`src/rtl/alu_seq_pkg.sv`:
```
// alu_seq_pkg
// Shared definitions for the ALU operation sequencer: main-control opcodes,
// R-type funct codes, the ALU command enum, the FSM state enum and the mode
// select for the iterative multiply/divide unit.
// Optional feature macro: ALU_OP_SEQUENCER_DIV_EN (enables DIV decode/datapath).
package alu_seq_pkg;

  localparam int OP_ADD   = 0;
  localparam int OP_SUB   = 1;
  localparam int OP_MUL   = 2;
  localparam int OP_AND   = 3;
  localparam int OP_OR    = 4;
  localparam int OP_RTYPE = 5;

  localparam logic [5:0] FUNCT_ADD = 6'h20;
  localparam logic [5:0] FUNCT_SUB = 6'h22;
  localparam logic [5:0] FUNCT_AND = 6'h24;
  localparam logic [5:0] FUNCT_OR  = 6'h25;
  localparam logic [5:0] FUNCT_SLT = 6'h2A;
  localparam logic [5:0] FUNCT_MUL = 6'h19;
  localparam logic [5:0] FUNCT_DIV = 6'h1B;

  // Natural command width; the top-level CMD_W port is sized from this.
  localparam int CMD_W_NAT = 4;

  typedef enum logic [CMD_W_NAT-1:0] {
    CMD_ADD = 4'd0,
    CMD_SUB = 4'd1,
    CMD_MUL = 4'd2,
    CMD_AND = 4'd3,
    CMD_OR  = 4'd4,
    CMD_SLT = 4'd5,
    CMD_DIV = 4'd6,
    CMD_NOP = 4'd15
  } alu_cmd_e;

  typedef enum logic [1:0] {
    ST_IDLE = 2'd0,
    ST_ITER = 2'd1,
    ST_DONE = 2'd2
  } seq_state_e;

  typedef enum logic {
    ITER_MUL = 1'b0,
    ITER_DIV = 1'b1
  } iter_mode_e;

  function automatic logic is_iterative(alu_cmd_e cmd);
    return (cmd == CMD_MUL) || (cmd == CMD_DIV);
  endfunction

endpackage

```
`src/rtl/alu_seq_iter.sv`:
```
// alu_seq_iter
// Iterative datapath shared by the radix-2 shift-add multiplier and (when
// ALU_OP_SEQUENCER_DIV_EN is defined) the restoring divider. One bit is
// processed per 'step'; the parent owns the iteration down-counter and tells
// this block which step is the last one.
// Ports:
//   clk, rst_n     clock, synchronous active-low reset
//   start          load operands (parent accept of an iterative op)
//   mode           ITER_MUL or ITER_DIV
//   a, b           operands (mul: a*b, div: a/b)
//   step           advance one bit this cycle
//   last           current step is the final one (parent counter == 0)
//   done           final step happening this cycle
//   lo_nxt, hi_nxt value the lo/hi registers take after this step
//                  (product low/high, or quotient/remainder)
module alu_seq_iter
  import alu_seq_pkg::*;
#(
  parameter int DATA_W = 32
) (
  input  logic              clk,
  input  logic              rst_n,
  input  logic              start,
  input  iter_mode_e        mode,
  input  logic [DATA_W-1:0] a,
  input  logic [DATA_W-1:0] b,
  input  logic              step,
  input  logic              last,
  output logic              done,
  output logic [DATA_W-1:0] lo_nxt,
  output logic [DATA_W-1:0] hi_nxt
);

`ifdef ALU_OP_SEQUENCER_DIV_EN
  // One extra bit so the carry out of (r_shift - d) shows the restore decision.
  localparam int ADD_W = DATA_W + 2;
`else
  localparam int ADD_W = DATA_W + 1;
`endif

  logic [DATA_W-1:0] acc_q;   // product high / partial remainder
  logic [DATA_W-1:0] q_q;     // multiplier shifting out / dividend->quotient
  logic [DATA_W-1:0] opd_q;   // multiplicand / divisor
  logic              load;
  logic [ADD_W-1:0]  add_a;
  logic [ADD_W-1:0]  add_b;
  logic [ADD_W-1:0]  sum;
  logic              cin;
  logic [DATA_W:0]   mul_acc;

`ifdef ALU_OP_SEQUENCER_DIV_EN
  iter_mode_e        mode_q;
  logic [DATA_W:0]   r_shift;
  logic              ge;

  assign load    = start;
  assign r_shift = {acc_q, q_q[DATA_W-1]};
`else
  // Without the divider only a multiply may start this unit.
  assign load = start && (mode == ITER_MUL);
`endif

  assign done = step && last;

  always_comb begin
    add_a = ADD_W'(acc_q);
    add_b = ADD_W'(opd_q);
    cin   = 1'b0;
`ifdef ALU_OP_SEQUENCER_DIV_EN
    if (mode_q == ITER_DIV) begin
      // r_shift - d as r_shift + ~d + 1 through the same adder
      add_a = ADD_W'(r_shift);
      add_b = ~ADD_W'(opd_q);
      cin   = 1'b1;
    end
`endif
    sum = add_a + add_b + ADD_W'(cin);

    mul_acc = q_q[0] ? sum[DATA_W:0] : {1'b0, acc_q};
    hi_nxt  = mul_acc[DATA_W:1];
    lo_nxt  = {mul_acc[0], q_q[DATA_W-1:1]};

`ifdef ALU_OP_SEQUENCER_DIV_EN
    ge = !sum[ADD_W-1];
    if (mode_q == ITER_DIV) begin
      hi_nxt = ge ? sum[DATA_W-1:0] : r_shift[DATA_W-1:0];
      lo_nxt = {q_q[DATA_W-2:0], ge};
    end
`endif
  end

  always_ff @(posedge clk) begin
    if (!rst_n) begin
      acc_q  <= '0;
      q_q    <= '0;
      opd_q  <= '0;
`ifdef ALU_OP_SEQUENCER_DIV_EN
      mode_q <= ITER_MUL;
`endif
    end else if (load) begin
      acc_q  <= '0;
`ifdef ALU_OP_SEQUENCER_DIV_EN
      mode_q <= mode;
      q_q    <= (mode == ITER_DIV) ? a : b;
      opd_q  <= (mode == ITER_DIV) ? b : a;
`else
      q_q    <= b;
      opd_q  <= a;
`endif
    end else if (step) begin
      acc_q <= hi_nxt;
      q_q   <= lo_nxt;
    end
  end

endmodule

```
`src/rtl/alu_op_sequencer.sv`:
```
// alu_op_sequencer
// Decodes the main-control opcode (plus R-type funct) into an ALU command and
// executes it. ADD/SUB/AND/OR/SLT finish in one cycle; MUL (and DIV when
// ALU_OP_SEQUENCER_DIV_EN is defined) run DATA_W iterations in alu_seq_iter.
// Results are held under a valid/ready handshake.
// Ports:
//   clk, rst_n            clock, synchronous active-low reset
//   in_valid/in_ready     request handshake for op/funct/a/b
//   op, funct, a, b       opcode, R-type function, operands
//   out_valid/out_ready   result handshake
//   result, hi            result / product low / quotient; product high / remainder
//   ctrl_command          decoded command held with the result
//   illegal               unsupported op/funct (qualified by out_valid)
//   busy                  iterative operation in progress
//
// state   | meaning
// --------+-----------------------------------------------------------
// ST_IDLE | no result pending, ready for a new op
// ST_ITER | multiply/divide iterating, one bit per cycle
// ST_DONE | result valid, waiting for out_ready
module alu_op_sequencer
  import alu_seq_pkg::*;
#(
  parameter int DATA_W = 32,
  parameter int OP_W   = 4,
  parameter int CMD_W  = 4
) (
  input  logic              clk,
  input  logic              rst_n,
  input  logic              in_valid,
  output logic              in_ready,
  input  logic [OP_W-1:0]   op,
  input  logic [5:0]        funct,
  input  logic [DATA_W-1:0] a,
  input  logic [DATA_W-1:0] b,
  output logic              out_valid,
  input  logic              out_ready,
  output logic [DATA_W-1:0] result,
  output logic [DATA_W-1:0] hi,
  output logic [CMD_W-1:0]  ctrl_command,
  output logic              illegal,
  output logic              busy
);

  localparam int CNT_W = $clog2(DATA_W);

  seq_state_e        state_q;
  seq_state_e        state_d;
  logic [CNT_W-1:0]  cnt_q;
  alu_cmd_e          dec_cmd;
  logic              dec_illegal;
  logic              dec_iter;
  logic [DATA_W-1:0] alu_res;
  logic              accept;
  iter_mode_e        iter_mode;
  logic              iter_done;
  logic [DATA_W-1:0] iter_lo;
  logic [DATA_W-1:0] iter_hi;
  logic [DATA_W-1:0] result_q;
  logic [DATA_W-1:0] hi_q;
  alu_cmd_e          cmd_q;
  logic              illegal_q;

  always_comb begin
    dec_cmd = CMD_NOP;
    case (op)
      OP_W'(OP_ADD): dec_cmd = CMD_ADD;
      OP_W'(OP_SUB): dec_cmd = CMD_SUB;
      OP_W'(OP_MUL): dec_cmd = CMD_MUL;
      OP_W'(OP_AND): dec_cmd = CMD_AND;
      OP_W'(OP_OR):  dec_cmd = CMD_OR;
      OP_W'(OP_RTYPE): begin
        case (funct)
          FUNCT_ADD: dec_cmd = CMD_ADD;
          FUNCT_SUB: dec_cmd = CMD_SUB;
          FUNCT_AND: dec_cmd = CMD_AND;
          FUNCT_OR:  dec_cmd = CMD_OR;
          FUNCT_SLT: dec_cmd = CMD_SLT;
          FUNCT_MUL: dec_cmd = CMD_MUL;
`ifdef ALU_OP_SEQUENCER_DIV_EN
          FUNCT_DIV: dec_cmd = CMD_DIV;
`endif
          default:   dec_cmd = CMD_NOP;
        endcase
      end
      default: dec_cmd = CMD_NOP;
    endcase
    dec_illegal = (dec_cmd == CMD_NOP);
    dec_iter    = is_iterative(dec_cmd);
  end

  always_comb begin
    alu_res = '0;
    case (dec_cmd)
      CMD_ADD: alu_res = a + b;
      CMD_SUB: alu_res = a - b;
      CMD_AND: alu_res = a & b;
      CMD_OR:  alu_res = a | b;
      CMD_SLT: alu_res = {{(DATA_W-1){1'b0}}, ($signed(a) < $signed(b))};
      default: alu_res = '0;
    endcase
  end

  // Only path from out_ready to in_ready: a held result being drained.
  assign in_ready  = (state_q == ST_IDLE) || ((state_q == ST_DONE) && out_ready);
  assign accept    = in_valid && in_ready;
  assign iter_mode = (dec_cmd == CMD_DIV) ? ITER_DIV : ITER_MUL;

  alu_seq_iter #(
    .DATA_W (DATA_W)
  ) u_iter (
    .clk    (clk),
    .rst_n  (rst_n),
    .start  (accept && dec_iter),
    .mode   (iter_mode),
    .a      (a),
    .b      (b),
    .step   (state_q == ST_ITER),
    .last   (cnt_q == '0),
    .done   (iter_done),
    .lo_nxt (iter_lo),
    .hi_nxt (iter_hi)
  );

  always_comb begin
    state_d = state_q;
    case (state_q)
      ST_IDLE: begin
        if (accept) state_d = dec_iter ? ST_ITER : ST_DONE;
      end
      ST_ITER: begin
        if (iter_done) state_d = ST_DONE;
      end
      ST_DONE: begin
        if (accept)         state_d = dec_iter ? ST_ITER : ST_DONE;
        else if (out_ready) state_d = ST_IDLE;
      end
      default: state_d = ST_IDLE;
    endcase
  end

  always_ff @(posedge clk) begin
    if (!rst_n) begin
      state_q   <= ST_IDLE;
      cnt_q     <= '0;
      result_q  <= '0;
      hi_q      <= '0;
      cmd_q     <= CMD_NOP;
      illegal_q <= 1'b0;
    end else begin
      state_q <= state_d;
      if (accept) begin
        cmd_q     <= dec_cmd;
        illegal_q <= dec_illegal;
        result_q  <= dec_iter ? '0 : alu_res;
        hi_q      <= '0;
        if (dec_iter) cnt_q <= CNT_W'(DATA_W - 1);
      end else if (state_q == ST_ITER) begin
        if (cnt_q != '0) cnt_q <= cnt_q - CNT_W'(1);
        if (iter_done) begin
          result_q <= iter_lo;
          hi_q     <= iter_hi;
        end
      end
    end
  end

  assign out_valid    = (state_q == ST_DONE);
  assign busy         = (state_q == ST_ITER);
  assign result       = result_q;
  assign hi           = hi_q;
  assign ctrl_command = CMD_W'(cmd_q);
  assign illegal      = illegal_q;

endmodule

```
`config.mk`:
```
export PLATFORM = sky130hd
export DESIGN_NAME = alu_op_sequencer
export DESIGN_NICKNAME = d
export VERILOG_FILES = /design/src/rtl/alu_seq_pkg.sv /design/src/rtl/alu_seq_iter.sv /design/src/rtl/alu_op_sequencer.sv
export SDC_FILE = /design/constraint.sdc
export NUM_CORES = 1
export LEC_CHECK = 0
export CAP_MARGIN = 5
export CORE_AREA = 4 4 131 259
export CTS_CLUSTER_SIZE = 25
export DETAILED_ROUTE_END_ITERATION = 16
export DIE_AREA = 0 0 135 263
export PLACE_DENSITY = 0.66
export SETUP_SLACK_MARGIN = 0.05
export SLEW_MARGIN = 30
export SYNTH_ARGS = -nofsm -noshare
export SYNTH_HDL_FRONTEND = slang
export SYNTH_HIERARCHICAL = 1
export SYNTH_SLANG_ARGS = --single-unit
```
`constraint.sdc`:
```
create_clock -name clk -period 3.75 [get_ports clk]
set_input_delay 0.75 -clock clk [delete_from_list [all_inputs] [get_ports clk]]
set_output_delay 0.75 -clock clk [all_outputs]
set_load 0.03 [all_outputs]
```
== After elaboration in Yosys (flattened, before gate mapping) ==
Cells that the tools add are included.

* Latch bits: 0
* Memories kept: 0
* Word-level logic and storage cells: 85
* Output and inout port bits: 72
* RAM bits: 0
* Bits in registers: 172
* Bits in read-only memories: 0

* Shift operators: 0
* Muxes and demuxes: 21
* $mul: 0
* Equal/unequal tests: 24
* Divide/modulo/power cells: 0
* $lt $le $gt $ge: 1
* Bitwise gates (word level): 4
* Reductions and logical operators: 22
* Add/sub/neg operators: 4

{| class="wikitable"
|+ Operator list
! kind !! count
|-
| $mux 32 || 6
|-
| $pmux 32 s5 || 1
|-
| $pmux 4 s6 || 2
|-
| $add 32x32->33 || 1
|-
| $mux 33 || 1
|-
| $add 32x32->32 || 1
|-
| $and 32x32->32 || 1
|-
| $lt 32x32->1 || 1
|-
| $or 32x32->32 || 1
|-
| $sub 32x32->32 || 1
|-
| $eq 6x6->1 const B || 5
|-
| $eq 4x3->1 const B || 5
|-
| $mux 5 || 4
|-
| $eq 4x2->1 const B || 4
|-
| $mux 2 || 5
|-
| $eq 4x1->1 const B || 2
|-
| $logic_not 4->1 || 2
|-
| $reduce_bool 2->1 || 4
|-
| $eq 6x5->1 const B || 1
|-
| $ne 2x2->1 const B || 3
|-
| $pmux 2 s3 || 1
|-
| $reduce_and 3->1 || 2
|-
| $logic_and 1x1->1 || 5
|-
| $logic_not 5->1 || 1
|-
| other kinds (12) || 16
|}

== Longest topological paths before layout ==
Gate-level depths: netlist of the first run.

* Depth after elaboration: 8
* Gate-level depth with buffers: 14
* Depth with buffers taken out: 14

== Modules after synthesis ==
The synthesis of the first run kept the hierarchy.

{| class="wikitable"
|+ Modules (own cells, without submodules)
! module !! area each (um2) !! times used !! cells an instance !! sequential area each (um2)
|-
| alu_op_sequencer || 7938.9 || 1 || 1111 || 1521.5
|-
| alu_seq_iter || 6258.5 || 1 || 754 || 1921.8
|}

== Least setup slack after synthesis of the first run ==
No wires, ideal clock.

* Kind: input -> register
* From: input port funct[4]
* To: register u_iter.q_q[0]
* Arrival time: 3.163 ns
* Slack: 0.471 ns
* Stages on the path: 11
* Setup time: 0.116 ns
* Data required time: 3.634 ns
* Path buffers: 3
* Cell sequence: nand2b_1 -> a2111oi_4 -> o211ai_2 -> a221oi_4 -> nand2b_1 -> nor2_1 -> nand2b_1 -> clkbuf_1 -> clkbuf_1 -> clkbuf_1 -> o211a_1

* Cells in the longest elaborated chain, start to end: 8
* Elaborated cells between the ends (all ways): 17
* Classes of those cells: eq/ne (8); mux (4); bitwise (1); reduce/logical (4)

{| class="wikitable"
|+ Ends and longest elaborated chain
! item !! line !! text
|-
| from (decl) || alu_op_sequencer.sv:33 || <nowiki>input logic [5:0] funct,</nowiki>
|-
| $eq 6x5->1 / $eq 6x6->1 (equally long branches) || alu_op_sequencer.sv:73 || <nowiki>case (funct)</nowiki>
|-
| $pmux 4 s6 (*) || alu_op_sequencer.sv:73 ||
|-
| $pmux 4 s6 (*) || alu_op_sequencer.sv:66 || <nowiki>case (op)</nowiki>
|-
| $eq 4x3->1 / $eq 4x2->1 (equally long branches) || alu_seq_pkg.sv:49, alu_op_sequencer.sv:107 ||
|-
| $mux 1 / $logic_or 1x1->1 (equally long branches) || alu_op_sequencer.sv:107, alu_seq_pkg.sv:49 ||
|-
| $not 1->1 / $logic_and 1x1->1 (equally long branches) || alu_seq_iter.sv:60, alu_op_sequencer.sv:114 ||
|-
| $logic_and 1x1->1 (*) || alu_seq_iter.sv:60 || <nowiki>assign load = start && (mode == ITER_MUL);</nowiki>
|-
| $mux 32 / $reduce_bool 2->1 (equally long branches) || n/a ||
|-
| to (signal assigned) || alu_seq_iter.sv:112 || <nowiki>q_q <= lo_nxt;</nowiki>
|-
| to (decl) || alu_seq_iter.sv:42 || <nowiki>logic [DATA_W-1:0] q_q;</nowiki>
|}

Every way passes the cells marked *; elsewhere a longest branch is shown, timed or not.
A chain may end at the register's enable or synchronous reset.

== Worst setup path in the final report of the first run ==
* From: input port b[7]
* To: register result_q[25] (netlist: result[25])

* Cells in the longest elaborated chain, start to end: 4
* Elaborated cells between the ends (all ways): 5
* Classes of those cells: add/sub (2); mux (3)

{| class="wikitable"
|+ Ends and longest elaborated chain
! item !! line !! text
|-
| from (decl) || alu_op_sequencer.sv:35 || <nowiki>input logic [DATA_W-1:0] b,</nowiki>
|-
| $sub 32x32->32 / $add 32x32->32 (equally long branches) || alu_op_sequencer.sv:96, alu_op_sequencer.sv:95 ||
|-
| $pmux 32 s5 (*) || alu_op_sequencer.sv:94 || <nowiki>case (dec_cmd)</nowiki>
|-
| $mux 32 (*) || alu_op_sequencer.sv:155 || <nowiki>result_q <= dec_iter ? '0 : alu_res;</nowiki>
|-
| $mux 32 (*) || alu_op_sequencer.sv:152 || <nowiki>if (accept) begin</nowiki>
|-
| to (signal assigned) || alu_op_sequencer.sv:155 ||
|-
| to (signal assigned) || alu_op_sequencer.sv:161 || <nowiki>result_q <= iter_lo;</nowiki>
|-
| to (decl) || alu_op_sequencer.sv:59 || <nowiki>logic [DATA_W-1:0] result_q;</nowiki>
|}

Marked as above.

==> results of run 1 <==
-- cell families (layout without fill, tap and decap cells) --
kind of cell               after synthesis  in the layout  share of synthesized area [%]
muxes                                   72             72                           5.29
and+or+nand+nor                        532            532                           16.6
other                                    1              2                         0.0264
xor gates and xnor gates                41             41                           2.53
AOI/OAI and AO/OA                      649            649                           31.1
DFF                                    172            172                           24.3
adders and majority gates              133            133                           11.9
buffers and inverters                  265            518                           8.26
-- flip-flops by register name, indices dropped and copies added (netlist names) --
signal and cells:
u_iter/acc_q 32, state_q 2, illegal 1, result 32, cnt_q 5, u_iter/q_q 32
u_iter/opd_q 32, hi 32, ctrl_command 4
-- critical path: stages --
cell and delay, ns:
clkdlybuf4s50_1 0.48, inv_1 0.06, ha_1 0.37, buf_4 0.15, inv_2 0.04, buf_4 0.13, o31ai_1 0.25, buf_4 0.16
nor2_1 0.03, a21oi_1 0.32, buf_4 0.20, o21ai_0 0.12, a31oi_2 0.28, a31oi_1 0.14, xnor2_1 0.15, a21oi_1 0.09
a221oi_1 0.26
-- per-layer routing --
metal	global-route usage, %	share of wire, %	vias to the layer above
met5	0	0	-
met4	17.5	6.4	0
met3	3.73	3.5	189
met2	56.5	55	462
met1	29.1	35	6866
li1	-	-	7074
-- worst max path at each step --
stage	end	slack, ns
2_1_floorplan	u_iter/q_q[0]	0.47
3_3_place_gp	result[23]	-0.42
3_5_place_dp	result[23]	-0.39
4_1_cts	result[25]	0.08
5_1_grt	result[31]	0.0005
6_report	result[25]	0.11
-- through the flow --
step | hold WS (ns) | setup slack, ns | setup TNS (ns)
after detailed placement | 0.446 | -0.392 | -5.07
after global placement | 0.441 | -0.424 | -4.23
after global routing | 0.480 | 0.000523 | 0
after floorplan | 0.447 | 0.471 | 0
after CTS | 0.456 | 0.0836 | 0
final | 0.454 | 0.113 | 0
-- synthesized netlist by cell type, types with 6 or more instances --
master / count / area, um2
nand4_1: 14 / 87.6
o211ai_1: 15 / 113
o31a_1: 6 / 52.6
a211oi_1: 8 / 60.1
a31oi_1: 13 / 81.3
nand2_1: 277 / 1040
o21a_1: 18 / 135
dfxtp_1: 172 / 3440
mux2i_1: 51 / 510
o21ai_1: 15 / 75.1
nor4_1: 9 / 56.3
clkbuf_1: 86 / 323
nor2b_1: 11 / 68.8
nor2_1: 111 / 417
mux2_2: 20 / 225
o31ai_1: 11 / 82.6
o221ai_1: 7 / 61.3
inv_1: 117 / 439
a21oi_2: 7 / 61.3
o21ai_2: 6 / 52.6
o21ai_0: 136 / 681
or3_1: 10 / 62.6
xnor2_1: 29 / 254
o211a_1: 34 / 340
nand3_1: 24 / 120
buf_4: 34 / 255
nand2b_1: 13 / 81.3
a21oi_1: 187 / 936
a21boi_0: 36 / 270
buf_1: 7 / 26.3
xor2_1: 12 / 105
a21o_1: 30 / 225
nor3_1: 24 / 120
a221oi_1: 27 / 236
and3_1: 13 / 81.3
o21bai_1: 21 / 158
buf_2: 16 / 80.1
ha_1: 130 / 1630
-- power groups by stage --
stage / combinational, uW / clock [uW] / sequential, uW
after floorplan: 749 / 0 / 2000
after global placement: 1480 / 0 / 1960
after detailed placement: 1490 / 0 / 1960
after CTS: 1500 / 1890 / 1920
after global routing: 1630 / 1960 / 1920
final: 1520 / 1840 / 1920
-- area by class of cell --
cell class	count	area share, %
multi-input combinational	1429	53.9
tap	427	2.99
clock buffer	17	2.38
clock inverter	15	0.965
inverter	118	2.48
timing repair buffer	368	18.0
sequential	172	19.3
-- what timing repair did --
action / 4_1_cts / 5_1_grt
endpoints found under the setup margin: 0 / 11
gates resized for setup: 0 / 10
setup buffers: 0 / 0
==> flow_summary_export.csv, run 1 <==
group,metric,value,unit
outcome,status,"finished clean",
floorplan,core,32000,um2
min_path,hp-class,"register to register",
routing,viasPerCell,5.73,
routing,remaining_drc_errors,0,
timing,hold_violations,0,
floorplan,die_y,263,um
synthesis,synth_edf_count,0,
setup_path,endpoint_kind,"register",
synthesis,yosysSeqAreaShare,24.3,%
global_routing,grt_pass1_wl,81.5,mm
synthesis,postSynthAreaPerCell,7.61,um2
layout,final_cell_mix,"nand2_1, buf_4, a21oi_1",
setup_path,r2r_cells,11,
power,power_density,295,nW/um2
power,power,5280,uW
floorplan,io-pin-count,150,
placement,io_buffers,149,
timing,fmaxAchievable,0.275,GHz
floorplan,initial_core_util,44.4,%
routing,num_vias,14600,
routing,firstDrtPassIters,8,
routing,antenna_left,0,
setup_path,worstSetupStartpoint,"b[7]",
setup_path,reg2reg_setup_slack,0.84,ns
cts,clk_path_buf_depth,2,
routing,avgRoutedWirePerCell,20.6,um
global_routing,grt_pass1_vias,15000,
layout,final_common_cell,"nand2_1",
layout,fin_nets,2317,
timing,fin_crit_sh,97.0,%
synthesis,yosys_warnings,6,
routing,wl,52.5,mm
layout,final_util,55.9,%
layout,fin_area,17900,um2
min_path,hold_start,"hi[9]",
routing,drtIter0Drc,729,
min_path,whs_endpoint,"hi[9]",
setup_path,crit_arrival,3.99,ns
power,switching_share,33.9,%
cts,clk_pin_slew_worst_paths,0.08,ns
synthesis,synthFlopType,"dfxtp_1",
power,power.share.clock,34.9,%
placement,dp_hpwl,42.0,mm
layout,regArea,3440,um2
synthesis,synth_area,14200,um2
timing,setup_viol,0,
power,p_leak,0.00783,uW
layout,multi_input_area,9640,um2
cts,numClockSinks,172,
synthesis,synth-seq-cells,172,
setup_path,critPathKind,"input pin to register",
flow_run,cap_violations,0,
power,power_frac_comb,28.7,%
global_routing,antenna_found_initial,0,
timing,slew_headroom,50.0,%
placement,place_inst,2514,
setup_path,cp.required,4.11,ns
placement,placed_area,17300,um2
setup_path,crit_fanout,4,
setup_path,r2r-end,"u_iter/acc_q[27]",
cts,cts_buffers,17,
global_routing,grt_max_degree,65,
cts,clk_latency,0.46,ns
layout,fillers,3163,
power,p_seq_share,36.4,%
synthesis,ys_types,101,
cts,holdBufCountCts,0,
layout,fin_cells,2546,
timing,finalMaxSlewViolations,0,
layout,drive_above_1_share,15.8,%
floorplan,die_area,35500,um2
power,power.internal,3490,uW
global_routing,track_usage,29.4,%
synthesis,async_reset_ff_share,0,%
layout,diodes,0,
timing,tightest_slew,0.750,ns
min_path,hold_depth,2,
global_routing,grt-ovfl-total,0,
timing,min_period,3.64,ns
cts,cts_tree,"yes",
setup_path,reg2reg_from,"u_iter/acc_q[0]",
cts,ctsHtreeMaxLevel,4,
timing,clock_skew,0.0134,ns
setup_path,crit_path_start_kind,"input pin",
power,irDropWorstVdd,350,uV
timing,rsz0062_at_grt,"true",
layout,area_growth,26.0,%
placement,gp_congestion,0.994,
synthesis,syn-instance-count,1865,
floorplan,num_rows,93,
cts,cts_root_buffer,"clkbuf_16",
floorplan,die_w,135,um
power,p_sw,1790,uW
No activity file was read; power rests on OpenSTA's default activity.
==> run 2: changes to the inputs <==
--- a/config.mk
+++ b/config.mk
@@ -10,6 +10,7 @@
 export CTS_CLUSTER_SIZE = 25
 export DETAILED_ROUTE_END_ITERATION = 16
 export DIE_AREA = 0 0 135 263
+export MAX_ROUTING_LAYER = met4
 export PLACE_DENSITY = 0.66
 export SETUP_SLACK_MARGIN = 0.05
 export SLEW_MARGIN = 30
==> flow_summary_export.csv, run 2 (same netlist as run 1, synthesis figures left out) <==
group,metric,value,unit
cts,holdBufCountCts,0,
routing,drtIter0Drc,666,
timing,hold_violations,0,
routing,avgRoutedWirePerCell,20.9,um
floorplan,io-pin-count,150,
routing,remaining_drc_errors,0,
timing,min_period,3.61,ns
timing,fin_crit_sh,96.2,%
setup_path,crit_path_start_kind,"input pin",
routing,antenna_left,0,
setup_path,r2r-end,"u_iter/acc_q[27]",
floorplan,die_y,263,um
global_routing,grt-ovfl-total,0,
cts,cts_root_buffer,"clkbuf_16",
floorplan,die_area,35500,um2
routing,viasPerCell,5.75,
setup_path,crit_fanout,4,
global_routing,grt_pass1_vias,15000,
setup_path,reg2reg_from,"u_iter/acc_q[0]",
timing,clock_skew,0.0144,ns
floorplan,num_rows,93,
routing,wl,53.1,mm
power,irDropWorstVdd,334,uV
power,p_leak,0.00790,uW
placement,dp_hpwl,42.3,mm
layout,final_cell_mix,"nand2_1, buf_4, a21oi_1",
floorplan,initial_core_util,44.4,%
timing,rsz0062_at_grt,"true",
cts,clk_pin_slew_worst_paths,0.07,ns
timing,tightest_slew,0.737,ns
timing,fmaxAchievable,0.277,GHz
routing,route.met2.wl,29.0,mm
setup_path,cp.required,4.11,ns
cts,cts_buffers,17,
global_routing,track_usage,30.2,%
layout,drive_above_1_share,16.1,%
setup_path,crit_arrival,3.97,ns
routing,firstDrtPassIters,6,
routing,wl_met3,2.15,mm
layout,area_growth,26.9,%
timing,slew_headroom,50.9,%
timing,finalMaxSlewViolations,0,
floorplan,die_w,135,um
global_routing,antenna_found_initial,2,
outcome,status,"finished clean",
cts,clk_latency,0.46,ns
flow_run,cap_violations,0,
min_path,hp-class,"register to register",
cts,clk_path_buf_depth,2,
placement,place_inst,2506,
global_routing,grt_pass1_wl,81.2,mm
floorplan,core,32000,um2
layout,fin_cells,2543,
setup_path,r2r_cells,11,
layout,final_common_cell,"nand2_1",
timing,final.setup.tns,0,ns
routing,top_layer,"met4",
placement,io_buffers,149,
layout,fin_nets,2312,
setup_path,critPathKind,"input pin to register",
setup_path,reg2reg_setup_slack,0.89,ns
global_routing,grt_max_degree,65,
min_path,whs_endpoint,"hi[24]",
power,power_density,302,nW/um2
cts,cts_tree,"yes",
setup_path,endpoint_kind,"register",
routing,num_vias,14600,
layout,fillers,3157,
cts,numClockSinks,172,
min_path,hold_depth,2,
routing,met1_length,18.2,mm
min_path,hold_start,"hi[24]",
cts,ctsHtreeMaxLevel,4,
placement,gp_congestion,1.03,
timing,setup_viol,0,
## run 2: changes by cell type in the layout (fill, tap and decap cells not counted), sizes merged, moves of 2 or more
cell           delta
dlymetal6s2s      +7
clkdlybuf4s50     -7
clkinv            -5
bufinv            +3
clkinvlp          -2
diode             +2
clkbuf            +3
buf               -5
## run 2: critical path, cell delays in order
cell,delay [ns]
clkdlybuf4s50_1,0.61
inv_1,0.07
ha_1,0.32
inv_1,0.11
buf_4,0.15
nor3_1,0.26
nand4_1,0.21
a21oi_2,0.23
buf_4,0.17
o21ai_0,0.11
a31oi_1,0.33
a31oi_1,0.15
xnor2_1,0.15
a21oi_1,0.08
a221oi_1,0.26
## run 2: layer usage
layer  up-vias  track usage [%]
met5         -                -
met4         0             18.8
met3       206             3.52
met2       467             56.6
met1      6908             28.6
li1       7052                -
## run 2: area by class of cell
type	instances	area, um2	area share (%)
clock buffers	20	447	2.48
diodes	2	5.00	0.0278
clock inverters	12	198	1.10
well taps	427	534	2.96
repair buffers	363	3210	17.8
multi-input cells	1429	9740	54.0
flip-flops and latches	172	3440	19.1
inverters	118	444	2.46
## run 2: stage by stage
step                util [%]  hold slack [ns]  total power, uW  instance area, um2  setup WS, ns
finish                  56.3            0.452             5440               18000         0.143
CTS                     55.8            0.455             5460               17900         0.101
detailed placement      53.8            0.446             3440               17200        -0.451
floorplan                  -            0.447             2750               14200         0.471
global route            56.3            0.470             5680               18000        0.0309
global placement        53.8            0.441             3430               17200        -0.388
## run 2: where the power goes
part	internal (uW)	switching, uW	total (uW)
Sequential	1880	40.2	1920
Combinational	654	863	1520
Clock	1160	845	2000
Total	3690	1750	5440
## run 2: how the worst max path moves through the flow
| stage | start | cells after the start | to | slack [ns] |
|---|---|---|---|---|
| after floorplan | funct[4] | 11 | u_iter/q_q[0] | 0.47 |
| after global placement | b[7] | 15 | result[31] | -0.39 |
| after detailed placement | b[7] | 15 | result[31] | -0.45 |
| after CTS | b[9] | 14 | result[25] | 0.10 |
| after global routing | b[4] | 14 | result[31] | 0.03 |
| final | a[11] | 15 | result[25] | 0.14 |
## run 2: repair_timing
action / 4_1_cts / 5_1_grt
gates resized for setup: 1 / 35
setup endpoints to repair: 1 / 11
endpoints found under the hold margin: 0 / 0
pin swaps: 0 / 13
setup buffers: 0 / 3
